<file path="src/rtl/piccolo80_key_sched.sv">
// Piccolo-80 sequential key schedule: whitening keys per load, one round-key
// pair per round streamed to the iterative core on advance.
module piccolo80_key_sched #(
    parameter int unsigned NROUNDS = 25,
    parameter logic [31:0] CON_XOR = 32'h0F1E2D3C
) (
    input  logic        clk,
    input  logic        reset,
    input  logic        key_load,
    input  logic [79:0] key_in,
    input  logic        advance,
    output logic [63:0] wk,
    output logic [31:0] rk,
    output logic [4:0]  round_idx,
    output logic        rk_valid,
    output logic        last,
    output logic        done
);

    localparam int unsigned KW = 80;
    localparam int unsigned RW = 32;
    localparam int unsigned IW = 5;
    localparam int unsigned MW = 3;

    typedef enum logic {IDLE, RUN} state_t;

    state_t          state;
    logic [KW-1:0]   key_q;
    logic [MW-1:0]   mod5;
    logic [IW-1:0]   idx_nxt;
    logic [MW-1:0]   m_nxt;

    // Round key for round idx; m is idx mod 5, tracked incrementally by the caller.
    function automatic logic [RW-1:0] round_key(input logic [KW-1:0] k,
                                                input logic [IW-1:0] idx,
                                                input logic [MW-1:0] m);
        logic [4:0]    c;
        logic [RW-1:0] con;
        logic [RW-1:0] sel;
        c   = idx + 5'd1;
        con = {c, 5'b0, c, 2'b00, c, 5'b0, c} ^ CON_XOR;
        case (m)
            3'd0, 3'd2: sel = k[47:16];              // {k2,k3}
            3'd1, 3'd4: sel = k[79:48];              // {k0,k1}
            default:    sel = {k[15:0], k[15:0]};    // {k4,k4}
        endcase
        return con ^ sel;
    endfunction

    // Next round index and wrapping mod-5 counter, no divider involved.
    always_comb begin
        idx_nxt = round_idx + IW'(1);
        m_nxt   = (mod5 == MW'(4)) ? '0 : mod5 + MW'(1);
    end

    // Schedule FSM: key capture, per-round advance, end-of-schedule done pulse.
    always_ff @(posedge clk) begin
        if (reset) begin
            state     <= IDLE;
            key_q     <= '0;
            mod5      <= '0;
            wk        <= '0;
            rk        <= '0;
            round_idx <= '0;
            rk_valid  <= 1'b0;
            last      <= 1'b0;
            done      <= 1'b0;
        end else begin
            done <= 1'b0;
            if (key_load) begin
                state     <= RUN;
                key_q     <= key_in;
                wk        <= {key_in[79:72], key_in[55:48],
                              key_in[63:56], key_in[71:64],
                              key_in[15:8],  key_in[23:16],
                              key_in[31:24], key_in[7:0]};
                rk        <= round_key(key_in, '0, '0);
                round_idx <= '0;
                mod5      <= '0;
                rk_valid  <= 1'b1;
                last      <= (NROUNDS == 1);
            end else if (state == RUN && advance) begin
                if (last) begin
                    state    <= IDLE;
                    rk_valid <= 1'b0;
                    last     <= 1'b0;
                    done     <= 1'b1;
                end else begin
                    round_idx <= idx_nxt;
                    mod5      <= m_nxt;
                    rk        <= round_key(key_q, idx_nxt, m_nxt);
                    last      <= (idx_nxt == IW'(NROUNDS - 1));
                end
            end
        end
    end

endmodule

</file>
<file path="config.mk">
export PLATFORM = sky130hd
export DESIGN_NAME = piccolo80_key_sched
export DESIGN_NICKNAME = d
export VERILOG_FILES = /design/src/rtl/piccolo80_key_sched.sv
export SDC_FILE = /design/constraint.sdc
export NUM_CORES = 1
export LEC_CHECK = 0
export BUFFER_PORTS_ARGS = -buffer_cell sky130_fd_sc_hd__buf_4
export CORE_ASPECT_RATIO = 0.8
export CORE_MARGIN = 2
export CORE_UTILIZATION = 44
export DETAILED_ROUTE_END_ITERATION = 12
export PLACE_DENSITY = 0.78
export SYNTH_ARGS = -nofsm -noshare
export SYNTH_HDL_FRONTEND = slang
export SYNTH_SLANG_ARGS = --single-unit
</file>
<file path="constraint.sdc">
create_clock -name clk -period 3.05 [get_ports clk]
set_input_delay 0.1525 -clock clk [delete_from_list [all_inputs] [get_ports clk]]
set_output_delay 0.1525 -clock clk [all_outputs]
set_load 0.02 [all_outputs]
</file>
# Word-level counts from Yosys, hierarchy flattened
# Cells that the tools add are included.
# classes
add_sub_neg,3
multipliers,0
div_mod_pow,0
magnitude_cmp,0
eq_ne,6
shifts,0
mux,16
n_bitwise,5
n_reduce_logical,11
# op_table
op,n
$mux W32,9
$pmux W32 S2,1
$xor A32 B32 Y32,1
$not A16 Y16,1
$not A14 Y14,1
$add A5 B1 Y5 const B,2
$eq A3 B3 Y1 const B,2
$reduce_and A2 Y1,3
$reduce_or A2 Y1,3
$eq A5 B5 Y1 const B,1
$mux W1,5
$reduce_bool A2 Y1,2
$add A3 B1 Y3 const B,1
$eq A3 B1 Y1 const B,1
$eq A3 B2 Y1 const B,1
$logic_not A3 Y1,1
$mux W3,1
$reduce_or A3 Y1,1
$ne A2 B2 Y1 const B,1
$not A1 Y1,2
$logic_and A1 B1 Y1,1
# totals
regBits,187
latchBits,0
ramBits,0
mem_bits_ro,0
inputBits,84
out_inout_bits,104
wordCells,49
memories,0

# Depth between registers and ports, before layout
# depth
ltp_word,13
mapped_depth,11
mapped_depth_nobuf,8

# Worst setup path after synthesis
# OpenSTA, ideal clock, no wires.
# synth_path
kind,register -> register
startpoint,reg mod5[0]
endpoint,reg rk[21]
setup_ns,0.133
arrival_time_ns,2.052
t_required_ns,2.917
path_slack_ns,0.865
path_stages_with_launch,11
n_path_buf,2
synth_period_minus_slack_ns,2.185
path_cell_list,dfxtp_1 inv_1 ha_1 o21ba_1 o22a_1 buf_6 buf_2 a32o_1 a21oi_1 xor2_1 o22ai_1
# synth_via
elab_chain_cells,13
word_cells_on_any_way,18
cone_classes,1 x add/sub; 4 x eq/ne; 9 x mux; 1 x bitwise; 3 x reduce/logical
# synth_rtl
element,line,source
start: declaration,29,logic [MW-1:0] mod5;
start signal: assignment,90,mod5 <= m_nxt;
$add A3 B1 Y3 or $eq A3 B3 Y1 (tied branches),53,m_nxt = (mod5 == MW'(4)) ? '0 : mod5 + MW'(1);
$mux W3 (*),53,
net m_nxt[1],31,logic [MW-1:0] m_nxt;
"$eq A3 B1 Y1, or another cell as far along",42,case (m)
$reduce_or A2 Y1,42,
$pmux W32 S2 (*),42,
$mux W32 (*),83,if (last) begin
$mux W32 (*),82,end else if (state == RUN && advance) begin
$mux W32 (*),70,if (key_load) begin
$mux W32 (*),58,if (reset) begin
$xor A32 B32 Y32 (*),47,return con ^ sel;
$mux W32 (*),83,
$mux W32 (*),82,
$mux W32 (*),70,
end signal: assignment,77,"rk <= round_key(key_in, '0, '0);"
end signal: assignment,91,"rk <= round_key(key_q, idx_nxt, m_nxt);"
end: declaration,13,"output logic [31:0] rk,"
# Mark *: on every way through the listed nets, which the timed path passes. The rest lies on a longest branch. The select of a mux whose other input is x is not followed.
# A chain may end at the register's enable or synchronous reset.

# Worst setup path after layout
# layout_path
startpoint,reg mod5[0]
endpoint,reg rk[28]
# The elaborated chain is that of the path after synthesis.

==> metrics <==
run status=finished, final reports clean; total number of H-tree levels=4; Hold Violations, Final=0; grt ovf=0; CTS max path bufs=2; post-DR vias/cell=5.23; wirelength, routed=18.1 mm; die extent in x=136 um; DR DRC count=0; clk_skew=0.00900 ns; CP Class=reg -> reg; DR WL/cell=17.6 um; final setup violation count=0; Final TNS setup=0 ns; CTS Buf Count=17; crit path time final=2.59 ns; total number of vias=5372; yosys warns=0; CTS clock-pin slew for the worst setup and hold paths=0.06 ns; row cnt=38; r2r setup slk=0.46 ns; data arrival time of the worst path=2.85 ns; drt first pass iters=5; Final WS setup=0.458 ns; cell count after synthesis=671; layout cells sized above 1=30.5%; Buf+Inv Stages, Crit Path=2; synth-to-layout area growth=36.1%; RSZ-0062 raised after global routing=false; initial antenna violation count=0; Starting Density=45.3%; nets=924; max layer used=met4; Pleak=3.68 nW; Crit. End Element=flip-flop; Synth Register Bits=123; hold slack=0.0113 ns; # diodes=0; Hold Path End=key_q[36]; CTS tree=yes; net count of the mapped netlist=761; Critical Path Slowest Stage Cell=dfxtp_1; drt initial violations=317; metal3 WL=1.48 mm; first-pass GRT wire length=27.5 mm; Fmax achieved=386 MHz; clock latency at the later pin of the worst-skew pair=0.41 ns; RR Endpoint=rk[28]; Post-DRT Antenna Nets=0; Die ar.=0.0150 mm^2; share of flip-flops with an asynchronous set or reset=0%; Unique masters post-synth=53; I/O Pins=188; Worst path max stage delay=0.48 ns; r2r startpoint=mod5[0]; Worst R2R Path Depth=9; core area=0.0136 mm^2; routability congestion estimate=0.779; vias in the first global route=5233; CP Cell Sequence=inv_1, ha_1, o21ba_1, o22a_1, a21oi_4, buf_4, a21oi_1, xnor2_1, o221ai_1; post-place setup slack=0.457 ns; Overall Global Routing Usage=24.1%; fin crit share=85.0%; Max Cap Viol=0; Final HPWL DP=11.7 mm; crit start category=flip-flop; Pwr Density=563 mW/mm^2; maximum fanout along the worst path=18; actual slew at the worst max-slew pin=0.734 ns; Cell Area, Synth=0.00616 mm^2; dominant synthesized flop cell=dfxtp_1; Seq/Total Area, Yosys=40.0%; VDD IR max=0.390 mV; largest net degree at the start of global routing=66; CTS Sinks=123; Metal-1 WL=7.74 mm; Die Y=110 um; Syn Area/Cell=9.18 um^2; EDFF count, synth=0; relative slew slack=51.1%; root buffer cell=clkbuf_16; Max Slew Vio Count=0; hold path start=key_in[36]; hold path cells=3; Min-Delay Path Class=in -> reg; met2 WL=8.50 mm; final core occ=61.7%; required time at the worst-slack endpoint=3.31 ns; critical path's top delay family=compound AO/OA/AOI/OAI gates; # port buffers=187
[what timing repair did]
action / 4_1_cts / 5_1_grt
gates resized for setup: 0 / 0
endpoints found under the hold margin: 65 / 0
setup buffers: 0 / 0
setup endpoints to repair: 0 / 0
hold buffers: 64 / 0
[state kept, by name, summed over array words and instances (netlist names)]
name	flops
key_q	17
round_idx	5
state	1
mod5	3
last	1
wk	63
done	1
rk	32
[metrics by stage]
stage               instances  total power [mW]  instance area, um^2
global placement          931              2.50                 7110
detailed placement        931              2.51                 7110
floorplan                 671              2.28                 6160
global route             1027              4.87                 8390
CTS                      1027              4.74                 8390
finish                   1027              4.72                 8390
[routing by layer]
layer / global-route usage [%] / vias to the layer above
li1: - / 2624
met5: 0 / -
met3: 7.42 / 25
met4: 8.11 / 0
met2: 40.8 / 203
met1: 29.1 / 2520
[where the power goes]
| part | switching (mW) | internal [mW] | leakage (nW) |
|---|---|---|---|
| registers | 0.0849 | 1.70 | 1.01 |
| clock network | 0.781 | 1.39 | 0.302 |
| logic | 0.385 | 0.373 | 2.36 |
[worst reg2reg max path: stages, from the launching register on]
cell and delay [ns]:
dfxtp_1 0.48, inv_1 0.08, ha_1 0.33, o21ba_1 0.15, o22a_1 0.31, a21oi_4 0.31
buf_4 0.34, a21oi_1 0.14, xnor2_1 0.15, o221ai_1 0.13
[area by class of cell]
| cell class | instances | area, um^2 |
|---|---|---|
| clock buffers | 18 | 439 |
| inverters | 3 | 11.3 |
| repair buffers | 262 | 2130 |
| multi-input cells | 427 | 2920 |
| well taps | 180 | 225 |
| fillers | 1148 | 5210 |
| flip-flops and latches | 123 | 2460 |
| clock inverters | 14 | 196 |
[cells in the final DEF (no fill, tap or decap), types with 6 or more instances in the layout]
cell type / instances
a21oi_2: 8
nand2_1: 31
xor2_1: 10
o21ai_0: 7
nor3_1: 7
a22oi_1: 9
nor3b_1: 12
o221ai_1: 6
xnor2_1: 15
ha_1: 6
a221oi_1: 7
dfxtp_1: 123
nand2b_1: 12
a32o_1: 18
dlygate4sd3_1: 64
nor2_1: 93
buf_4: 197
or4b_2: 6
clkbuf_16: 17
a21oi_1: 50
mux2i_1: 71
[synth_stat cells (6+ instances only)]
master	instances	share of area, %
a21oi_1	50	4.1
xor2_1	10	1.4
buf_4	65	7.9
a32o_1	18	2.9
buf_6	7	1.3
o21ai_0	7	0.57
a21oi_2	8	1.1
mux2i_1	71	12
or4b_2	6	0.97
dfxtp_1	123	40
xnor2_1	15	2.1
buf_1	10	0.61
nor3b_1	12	1.5
buf_2	10	0.81
nor2_1	94	5.7
ha_1	6	1.2
nand2_1	31	1.9
o221ai_1	6	0.85
a22oi_1	9	1.1
a221oi_1	7	0.99
nand2b_1	12	1.2
clkbuf_1	25	1.5
nor3_1	7	0.57
[how the worst max path moves through the flow]
stage,startpoint,to,slack (ns),cells after the start
floorplan,mod5[0],rk[21],0.86,10
global placement,mod5[0],rk[28],0.58,9
detailed placement,mod5[0],rk[30],0.46,9
CTS,mod5[0],rk[29],0.47,9
global route,mod5[0],rk[28],0.25,9
finish,mod5[0],rk[28],0.46,9
[cells by family after synthesis]
kind of cell | Yosys count | share of synthesized area (%)
XOR/XNOR | 25 | 3.55
multiplexers | 73 | 12.0
adder cells (fa/ha/maj) | 6 | 1.22
AO/OA/AOI/OAI | 146 | 17.3
buffers and inverters | 121 | 12.6
AND/OR/NAND/NOR | 177 | 13.4
flip-flops | 123 | 40.0
Power figures use the tool's default switching activity.
